## src/rtl/univ_shifter.sv

```systemverilog
`default_nettype none
// ============================================================================
// Module      : univ_shifter
// Description : Universal shift register. Supports parallel load, single-step
//               shifts and multi-cycle shifts in logical, arithmetic and
//               rotate modes.
// Revision    : 1.0 - initial release
// ============================================================================
module univ_shifter #(
    parameter int WIDTH   = 8,
    parameter int SHAMT_W = 3
) (
    input  logic               clk,
    input  logic               rst,
    input  logic               load,
    input  logic [WIDTH-1:0]   in_value,
    input  logic               right,
    input  logic               left,
    input  logic [1:0]         mode,
    input  logic               ser_in,
    input  logic               start,
    input  logic [SHAMT_W-1:0] amount,
    output logic [WIDTH-1:0]   value,
    output logic               ser_out,
    output logic               busy,
    output logic               done
);

    localparam logic [0:0] S_IDLE  = 1'b0;
    localparam logic [0:0] S_SHIFT = 1'b1;

    localparam logic [1:0] c_MODE_ARITH  = 2'b01;
    localparam logic [1:0] c_MODE_ROTATE = 2'b10;

    logic [0:0]         r_state;
    logic [SHAMT_W-1:0] r_cnt;
    logic               r_dir;
    logic [1:0]         r_mode;
    logic [WIDTH-1:0]   r_value;
    logic               r_ser_out;
    logic               r_busy;
    logic               r_done;

    logic               w_dir;
    logic [1:0]         w_mode;
    logic               w_fill;
    logic [WIDTH-1:0]   w_shifted;
    logic               w_shift_out;

    // A running multi-cycle shift uses the direction/mode captured at start.
    assign w_dir  = (r_state == S_SHIFT) ? r_dir  : right;
    assign w_mode = (r_state == S_SHIFT) ? r_mode : mode;

    always_comb begin
        w_fill      = ser_in;
        w_shifted   = r_value;
        w_shift_out = 1'b0;
        if (w_dir) begin
            if (w_mode == c_MODE_ARITH)
                w_fill = r_value[WIDTH-1];
            else if (w_mode == c_MODE_ROTATE)
                w_fill = r_value[0];
            w_shifted   = {w_fill, r_value[WIDTH-1:1]};
            w_shift_out = r_value[0];
        end else begin
            if (w_mode == c_MODE_ARITH)
                w_fill = 1'b0;
            else if (w_mode == c_MODE_ROTATE)
                w_fill = r_value[WIDTH-1];
            w_shifted   = {r_value[WIDTH-2:0], w_fill};
            w_shift_out = r_value[WIDTH-1];
        end
    end

    always_ff @(posedge clk) begin
        if (rst) begin
            r_state   <= S_IDLE;
            r_cnt     <= '0;
            r_dir     <= 1'b0;
            r_mode    <= 2'b00;
            r_value   <= '0;
            r_ser_out <= 1'b0;
            r_busy    <= 1'b0;
            r_done    <= 1'b0;
        end else begin
            r_done <= 1'b0;
            case (r_state)
                S_IDLE: begin
                    if (load) begin
                        r_value <= in_value;
                    end else if (start) begin
                        if (amount == '0) begin
                            r_done <= 1'b1;
                        end else begin
                            r_cnt   <= amount;
                            r_dir   <= right;
                            r_mode  <= mode;
                            r_state <= S_SHIFT;
                            r_busy  <= 1'b1;
                        end
                    end else if (right != left) begin
                        r_value   <= w_shifted;
                        r_ser_out <= w_shift_out;
                    end
                end
                default: begin
                    if (load) begin
                        // Abort: no done pulse for an interrupted operation.
                        r_value <= in_value;
                        r_cnt   <= '0;
                        r_state <= S_IDLE;
                        r_busy  <= 1'b0;
                    end else begin
                        r_value   <= w_shifted;
                        r_ser_out <= w_shift_out;
                        r_cnt     <= r_cnt - SHAMT_W'(1);
                        if (r_cnt == SHAMT_W'(1)) begin
                            r_state <= S_IDLE;
                            r_busy  <= 1'b0;
                            r_done  <= 1'b1;
                        end
                    end
                end
            endcase
        end
    end

    assign value   = r_value;
    assign ser_out = r_ser_out;
    assign busy    = r_busy;
    assign done    = r_done;

endmodule
`default_nettype wire

```

## config.mk

```make
export PLATFORM = sky130hd
export DESIGN_NAME = univ_shifter
export DESIGN_NICKNAME = d
export VERILOG_FILES = /design/src/rtl/univ_shifter.sv
export SDC_FILE = /design/constraint.sdc
export NUM_CORES = 1
export LEC_CHECK = 0
export CORE_MARGIN = 2
export CORE_UTILIZATION = 51
export CTS_CLUSTER_DIAMETER = 50
export DETAILED_ROUTE_END_ITERATION = 6
export PLACE_DENSITY = 0.91
export SKIP_CTS_REPAIR_TIMING = 1
export SYNTH_ARGS = -nofsm -noshare
export SYNTH_HDL_FRONTEND = slang
export SYNTH_SLANG_ARGS = --single-unit
```

## constraint.sdc

```tcl
create_clock -name clk -period 3.91 [get_ports clk]
set_input_delay 0.782 -clock clk [delete_from_list [all_inputs] [get_ports clk]]
set_output_delay 0.782 -clock clk [all_outputs]
set_load 0.005 [all_outputs]
```

==> results of run 1 <==
[layout by cell type (no fill, tap or decap), types with 2 or more instances in the layout]
cell type | synthesis | layout
nor3_1 | 4 | 4
o22ai_1 | 6 | 6
a21oi_1 | 6 | 6
nor2b_1 | 3 | 3
clkdlybuf4s50_1 | 0 | 30
dfxtp_1 | 18 | 18
mux2i_1 | 11 | 11
a22oi_1 | 2 | 2
nor3b_2 | 2 | 2
inv_1 | 5 | 5
inv_2 | 2 | 2
nor2_1 | 13 | 13
clkbuf_4 | 0 | 3
mux2_4 | 5 | 5
o21ai_0 | 2 | 2
ha_1 | 2 | 2
a311oi_1 | 2 | 2
nand2b_1 | 7 | 7
[power by group]
group,switching (W),internal [W],total (W)
Clock,0.0000622,0.0000569,0.000119
Sequential,0.0000141,0.000197,0.000211
Combinational,0.0000515,0.0000709,0.000122
[cell families after synthesis]
family / synth area share
xor gates and xnor gates: 0.0157
AOI/OAI and AO/OA: 0.168
adders and majority gates: 0.0224
muxes: 0.188
DFF: 0.323
and+or+nand+nor: 0.217
buffers and inverters: 0.0650
[sequential cells by signal, indices dropped and copies added, names as in the netlist]
signal and cells:
value 8, ser_out 1, done 1, r_dir 1
r_state 1, busy 1, r_mode 2, r_cnt 3
[critical path, stage by stage]
cell and delay (ns):
clkdlybuf4s50_1 0.47, mux2i_2 0.72, nor3_1 0.14, o311a_1 0.38, a221oi_2 0.23
[synth_stat cells, types with 2 or more instances]
cell	instances	share of area
mux2_4	5	0.067
nand2b_1	7	0.039
o22ai_1	6	0.034
inv_1	5	0.017
nor3b_2	2	0.022
nor2_1	13	0.044
ha_1	2	0.022
buf_6	2	0.020
a311oi_1	2	0.016
nor2b_1	3	0.017
a22oi_1	2	0.013
a21oi_1	6	0.027
clkbuf_1	3	0.010
o21ai_0	2	0.0090
mux2i_1	11	0.099
dfxtp_1	18	0.32
inv_2	2	0.0067
nor3_1	4	0.018
[stage by stage]
step,area [um^2],worst slack [ns],cells,utilization
5_1_grt,1450,1.29,174,0.716
6_report,1450,1.40,174,0.716
4_1_cts,1450,1.42,174,0.716
2_1_floorplan,1120,2.11,119,-
3_5_place_dp,1410,1.10,170,0.698
3_3_place_gp,1410,1.17,170,0.698
[worst paths after layout]
kind	startpoint	to	slack, ns	depth (start not counted)
min reg2reg	busy	busy	0.50	2
max reg2reg	r_state	value[7]	1.59	4
max	right	value[7]	1.40	5
min	busy	busy	0.50	2
[final cells by class]
class,instances,share of cell area
tap,27,0.0233
timing repair buffer,31,0.213
multi-input combinational,87,0.472
sequential,18,0.249
clock buffer,4,0.0251
inverter,7,0.0182
[layer usage]
metal	track usage	vias up	routed length, um
li1	-	493	-
met1	0.275	476	1190
met2	0.364	25	1200
met3	0.0268	5	112
met4	0.0946	0	43
met5	0	-	0
==> out/metrics.csv, run 1 <==
stage;metric;value;unit
clock_network;cts_tree;built;
finish;fill_cells;149;
flow_run;drv_cap;0;
sta;skew;0.00103;ns
drt;drtAntennaViolNets;0;
setup_path;cp.required;4.13;ns
synthesis;synthArstFlopShare;0;
drt;routedWlPerCell;14.6;um
finish;layout.nets;170;
placed_design;gp_congestion;0.846;
synthesis;yosysUniqueCellTypes;42;
synthesis;syn_area;0.00112;mm^2
clock_network;numCtsBuffers;3;
floorplanning;core;0.00202;mm^2
synthesis;synth_edf_count;0;
power;power;0.000452;W
hold_path;hold_path.class;flip-flop to flip-flop;
sta;period_needed;2.51;ns
sta;setup_viol;0;
floorplanning;die-area;0.00258;mm^2
sta;rsz0062_at_grt;false;
sta;worstMarginPinSlew;0.887;ns
clock_network;clk_pin_slew_worst_paths;0.11;ns
placed_design;port_buffers;30;
sta;timing.final.crit_share;0.641;
synthesis;ys_seq_area_frac;0.323;
clock_network;numClockSinks;18;
power;irDropWorstVdd;0.215;mV
finish;drive_above_1_share;0.129;
setup_path;path_max_fanout;13;
setup_path;critPathLaunchType;primary input;
clock_network;ctsLongestPathBuffers;2;
floorplanning;die_h;50.8;um
status;outcome;completed;
synthesis;synth-main-ff-cell;dfxtp_1;
synthesis;synth_nets;141;
clock_network;h-tree-depth;1;
global_route;antenna_found_initial;0;
sta;fmax;0.399;GHz
global_route;grt_start_max_net_pins;20;
drt;drt_wl_total;2550;um
synthesis;synth_seq_cells;18;
setup_path;critPathArrivalTime;2.72;ns
global_route;grt_pass1_wl;4220;um
global_route;gr-usage-all-layers;0.216;
floorplanning;die_x;50.8;um
sta;maxSlewHeadroom;0.397;
clock_network;root_buffer;clkbuf_4;
sta;finalSetupTns;0;ns
drt;drt_iter0_drc;26;
synthesis;syn-instance-count;119;
drt;first_pass_iters;4;
clock_network;clk_latency;0.30;ns
drt;vias;999;
sta;holdWs;0.504;ns
power;power.density;312;mW/mm^2
global_route;grt.overflow.total;0;
synthesis;syn_area_per_cell;9.38;um^2
finish;areaGrowthSynthToFinish;29.7;%
finish;multi_input_area;683;um^2
floorplanning;fp-row-count;16;
synthesis;ys_warn_count;0;
sta;hold_violations;0;
sta;final_max_slew_viol_count;0;
placed_design;hpwlAfterDp;1890;um
global_route;grt_pass1_vias;950;
floorplanning;start_util;0.552;
drt;drcViolationCount;0;
finish;regArea;360;um^2
setup_path;crit_type;primary input to flip-flop;
setup_path;critPathCaptureType;flip-flop;
drt;viasPerCell;5.74;
power;p_leak;0.545;nW
floorplanning;io_pins;31;
finish;num_antenna_cells;0;
Power figures use the tool's default switching activity.
==> run 2, diff against run 1 <==
- CORE_UTILIZATION: 51 -> 47
- PLACE_DENSITY: 0.91 -> 0.86
- clock period: 3.91 -> 2.6 ns (I/O delays scaled with it)
==> run 2 against run 1 <==
Effect of this change:
- utilization down 5.4 points
- sequential share of layout area down 0.53 points
- clock power up 49%
- flip-flop and latch count unchanged
- via count down 2.6%
- global-route usage down 1.1 points
- combinational power up 53%
- clock skew up 0.0047 ns
- die area up 7.8%
- sequential power up 50%
- final cell count up 2.9%
- first-iteration DRC count down 38%
- critical endpoint is now value[5]
- largest cell class unchanged
- largest power group unchanged
==> out/metrics.csv, run 2 (synthesis gave the netlist of run 1 again) <==
stage;metric;value;unit
finish;layout_common_cells;30 x clkdlybuf4s50_1, 18 x dfxtp_1, 13 x nor2_1;
sta;skew;0.00576;ns
flow_run;drv_cap;0;
global_route;antenna_found_initial;0;
power;pwr-share-comb;0.275;
sta;timing.final.crit_share;0.755;
setup_path;regToRegEndpoint;value[5];
sta;final_max_slew_viol_count;0;
power;power;0.000681;W
floorplanning;fp-row-count;17;
hold_path;worst_hold_path.num_cells;2;
sta;hold_violations;0;
setup_path;path_delay_family;multiplexers;
setup_path;cp.required;2.77;ns
power;power.density;461;mW/mm^2
status;outcome;completed;
power;p_sw_frac;0.278;
global_route;use_met3;0.0457;
finish;areaGrowthSynthToFinish;32.5;%
drt;viasPerCell;5.44;
finish;drive_above_1_share;0.152;
setup_path;crit_type;flip-flop to flip-flop;
setup_path;critPathArrivalTime;2.13;ns
floorplanning;die-area;0.00278;mm^2
placed_design;hpwlAfterDp;1860;um
clock_network;clk_pin_slew_worst_paths;0.11;ns
clock_network;ctsLongestPathBuffers;2;
setup_path;r2r_start;r_state;
global_route;grt.busiest_layer;met2;
setup_path;critPathCaptureType;flip-flop;
finish;final_common_cell;clkdlybuf4s50_1;
hold_path;min_to;busy;
power;irDropWorstVdd;0.377;mV
power;netSwitchingPower;0.000189;W
drt;drt_iter0_drc;16;
setup_path;r2r_cells;5;
global_route;grt_start_max_net_pins;14;
setup_path;critical-path-max-stage-delay;0.67;ns
drt;drcViolationCount;0;
sta;period_needed;1.96;ns
finish;largest_register_ffs;8;
sta;fmax;0.510;GHz
setup_path;path_max_fanout;13;
drt;routedWlPerCell;13.8;um
placed_design;gp_congestion;0.749;
floorplanning;die_x;52.7;um
sta;setup_slack;0.638;ns
drt;first_pass_iters;4;
finish;num_antenna_cells;0;
clock_network;numCtsBuffers;3;
power;p_int;0.000492;W
drt;drt_wl_total;2460;um
power;p_leak;0.564;nW
drt;drtAntennaViolNets;0;
hold_path;min_from;busy;
hold_path;hold_path.class;flip-flop to flip-flop;
clock_network;numClockSinks;18;
drt;vias;973;
placed_design;dpl_worst_slack;0.402;ns
global_route;grt_pass1_vias;933;
global_route;grt_use_met1;0.251;
global_route;grt_util_met2;0.344;
floorplanning;io_pins;31;
power;clkPwrFrac;0.260;
setup_path;path_buf_inv;1;
finish;layout.nets;174;
placed_design;port_buffers;30;
clock_network;h-tree-depth;1;
sta;rsz0062_at_grt;false;
global_route;grt.overflow.total;0;
setup_path;critPathLaunchType;flip-flop;
clock_network;root_buffer;clkbuf_4;
floorplanning;core;0.00223;mm^2
floorplanning;die_h;52.7;um
global_route;grt_pass1_wl;4130;um
setup_path;path_cells;mux2i_2 > buf_4 > mux2_2 > mux2i_1 > o22ai_1;
sta;maxSlewHeadroom;0.647;
sta;finalSetupTns;0;ns
floorplanning;start_util;0.500;
sta;setup_viol;0;
clock_network;clk_latency;0.30;ns
setup_path;reg2reg_slack;0.64;ns
sta;worstMarginPinSlew;0.529;ns
global_route;gr-usage-all-layers;0.205;
power;seqPwrFrac;0.465;
clock_network;cts_tree;built;
setup_path;slowest_stage;dfxtp_1;
run 2: changes by cell type in the layout (fill, tap and decap cells not counted), sizes merged:
| cell | before | now |
|---|---|---|
| buf | 1 | 5 |
run 2: worst max path at each step:
stage,start,endpoint,cells past startpoint
after floorplan,right,value[1],5
after global placement,right,value[5],6
after detailed placement,right,value[5],6
after CTS,r_state,value[5],5
after global routing,r_state,value[5],5
final,r_state,value[5],5
run 2: tightest hold or removal path, stage by stage (launching register included):
cell,delay (ns)
dfxtp_1,0.35
a21oi_1,0.06
nor2_1,0.08
run 2: stage by stage:
stage               cell area (um^2)  hold slack [ns]  cells  utilization
floorplan                       1120            0.467    119            -
CTS                             1480            0.527    179        0.662
detailed placement              1440            0.500    175        0.646
global placement                1440            0.475    175        0.646
finish                          1480            0.517    179        0.662
global route                    1480            0.564    179        0.662
run 2: per-layer routing:
layer	vias up	wire length, um
met5	-	0
met4	0	34
met3	5	137
met2	23	1190
met1	451	1100
li1	494	-
run 2: cell type report:
class	instances	area, um^2
Fill cell	189	754
Multi-Input combinational cell	87	683
Sequential cell	18	360
Timing Repair Buffer	35	338
Clock buffer	4	36.3
Tap cell	28	35.0
Inverter	7	26.3
run 2: power by group through the flow:
stage	clock, W	combinational, W	sequential [W]
2_1_floorplan	0	0.000114	0.000317
3_3_place_gp	0	0.000182	0.000322
3_5_place_dp	0	0.000187	0.000324
4_1_cts	0.000180	0.000189	0.000317
5_1_grt	0.000194	0.000205	0.000321
6_report	0.000177	0.000187	0.000317
==> run 3, diff against run 2 <==
- clock period: 2.6 -> 1.9 ns (I/O delays scaled with it)
==> run 3 against run 2 <==
Effect of this change:
- setup slack got worse by 0.42 ns
- sequential power increased by 36%
- clock skew decreased by 0.0051 ns
- critical path depth increased by 1
- critical endpoint is now value[7]
- largest cell class unchanged
==> out/metrics.csv, run 3 (synthesis gave the netlist of run 1 again) <==
stage;metric;value;unit
status;outcome;completed;
clock_network;clk_latency;0.29;ns
global_route;grt_pass1_vias;1047;
global_route;grt_start_max_net_pins;14;
setup_path;reg2reg_slack;0.26;ns
power;power;0.000903;W
power;p_leak;0.601;nW
placed_design;port_buffers;30;
floorplanning;core;0.00223;mm^2
clock_network;ctsLongestPathBuffers;2;
setup_path;regToRegEndpoint;value[7];
floorplanning;io_pins;31;
sta;hold_violations;0;
sta;setup_slack;0.222;ns
sta;final_max_slew_viol_count;0;
setup_path;path_max_fanout;13;
power;irDropWorstVdd;0.401;mV
setup_path;endpoint;value[7];
floorplanning;start_util;0.500;
sta;period_needed;1.68;ns
setup_path;critPathLaunchType;primary input;
setup_path;r2r_start;r_state;
placed_design;post-place-cells;183;
setup_path;critPathArrivalTime;1.90;ns
drt;first_pass_iters;4;
finish;finish.utilization;0.689;
finish;fin_cells;186;
drt;drt_iter0_drc;19;
clock_network;h-tree-depth;1;
sta;skew;0.000699;ns
clock_network;root_buffer;clkbuf_4;
placed_design;hpwlAfterDp;2060;um
floorplanning;die_x;52.7;um
clock_network;cts_tree;built;
clock_network;clk_pin_slew_worst_paths;0.10;ns
floorplanning;die-area;0.00278;mm^2
setup_path;crit_type;primary input to flip-flop;
global_route;antenna_found_initial;0;
placed_design;gp_congestion;0.768;
global_route;gr-usage-all-layers;0.226;
hold_path;worst_hold_path.num_cells;2;
drt;drtAntennaViolNets;0;
clock_network;numCtsBuffers;3;
floorplanning;die_h;52.7;um
finish;fill_cells;192;
clock_network;numClockSinks;18;
power;power.density;587;mW/mm^2
global_route;grt_pass1_wl;4610;um
placed_design;dpl_worst_slack;-0.0796;ns
finish;drive_above_1_share;0.190;
sta;worstMarginPinSlew;0.388;ns
flow_run;drv_cap;0;
global_route;grt.overflow.total;0;
drt;routedWlPerCell;14.3;um
finish;num_antenna_cells;0;
setup_path;crit_start;right;
sta;rsz0062_at_grt;false;
finish;layout.nets;182;
sta;maxSlewHeadroom;0.740;
drt;vias;1032;
drt;drt_wl_total;2660;um
finish;layout_common_cells;30 x clkdlybuf4s50_1, 18 x dfxtp_1, 13 x nor2_1;
setup_path;cp.required;2.12;ns
finish;final_common_cell;clkdlybuf4s50_1;
floorplanning;fp-row-count;17;
sta;setup_viol;0;
finish;areaGrowthSynthToFinish;37.8;%
sta;fmax;0.596;GHz
setup_path;critPathCaptureType;flip-flop;
sta;timing.final.crit_share;0.883;
drt;drcViolationCount;0;
drt;viasPerCell;5.55;
setup_path;r2r_cells;5;
hold_path;hold_path.class;flip-flop to flip-flop;
finish;largest_register_ffs;8;
==> run 3: cell count changes in the layout (fill, tap and decap cells not counted) <==
cell / change
clkbuf_8: -1
buf_12: +1
buf_4: +7
==> run 3: final cells by class <==
class	count	area, um^2	area share
tap	28	35.0	0.0228
timing repair buffer	43	410	0.267
clock buffer	3	22.5	0.0146
sequential	18	360	0.234
inverter	7	26.3	0.0171
multi-input combinational	87	683	0.444
==> run 3: critical path, stage by stage <==
cell	delay (ns)
clkdlybuf4s50_1	0.47
mux2i_2	0.23
buf_12	0.18
nor3_1	0.06
o311a_1	0.35
a221oi_2	0.22
==> run 3: routing by layer <==
layer / global-route usage / routed length (um) / up-vias
met2: 0.388 / 1300 / 27
met5: 0 / 0 / -
met3: 0.0314 / 112 / 3
met1: 0.282 / 1220 / 487
li1: - / - / 515
met4: 0.0855 / 26 / 0
==> run 3: metrics by stage <==
step	hold slack (ns)	area, um^2	setup TNS [ns]
final	0.511	1540	0
after global routing	0.558	1540	0
after CTS	0.516	1540	0
after detailed placement	0.487	1520	-0.316
after global placement	0.472	1520	-0.0558
after floorplan	0.467	1120	0
==> run 3: power breakdown <==
group          switching (W)  internal (W)  total [W]
combinational       0.000114      0.000168   0.000282
clock               0.000116     0.0000738   0.000190
sequential         0.0000267      0.000405   0.000431
total               0.000256      0.000647   0.000903
==> run 3: worst min-delay path by stage <==
stage	from	endpoint	slack, ns
6_report	busy	busy	0.51
5_1_grt	value[7]	value[7]	0.56
4_1_cts	busy	busy	0.52
3_5_place_dp	busy	busy	0.49
3_3_place_gp	busy	busy	0.47
2_1_floorplan	r_mode[0]	r_mode[0]	0.47
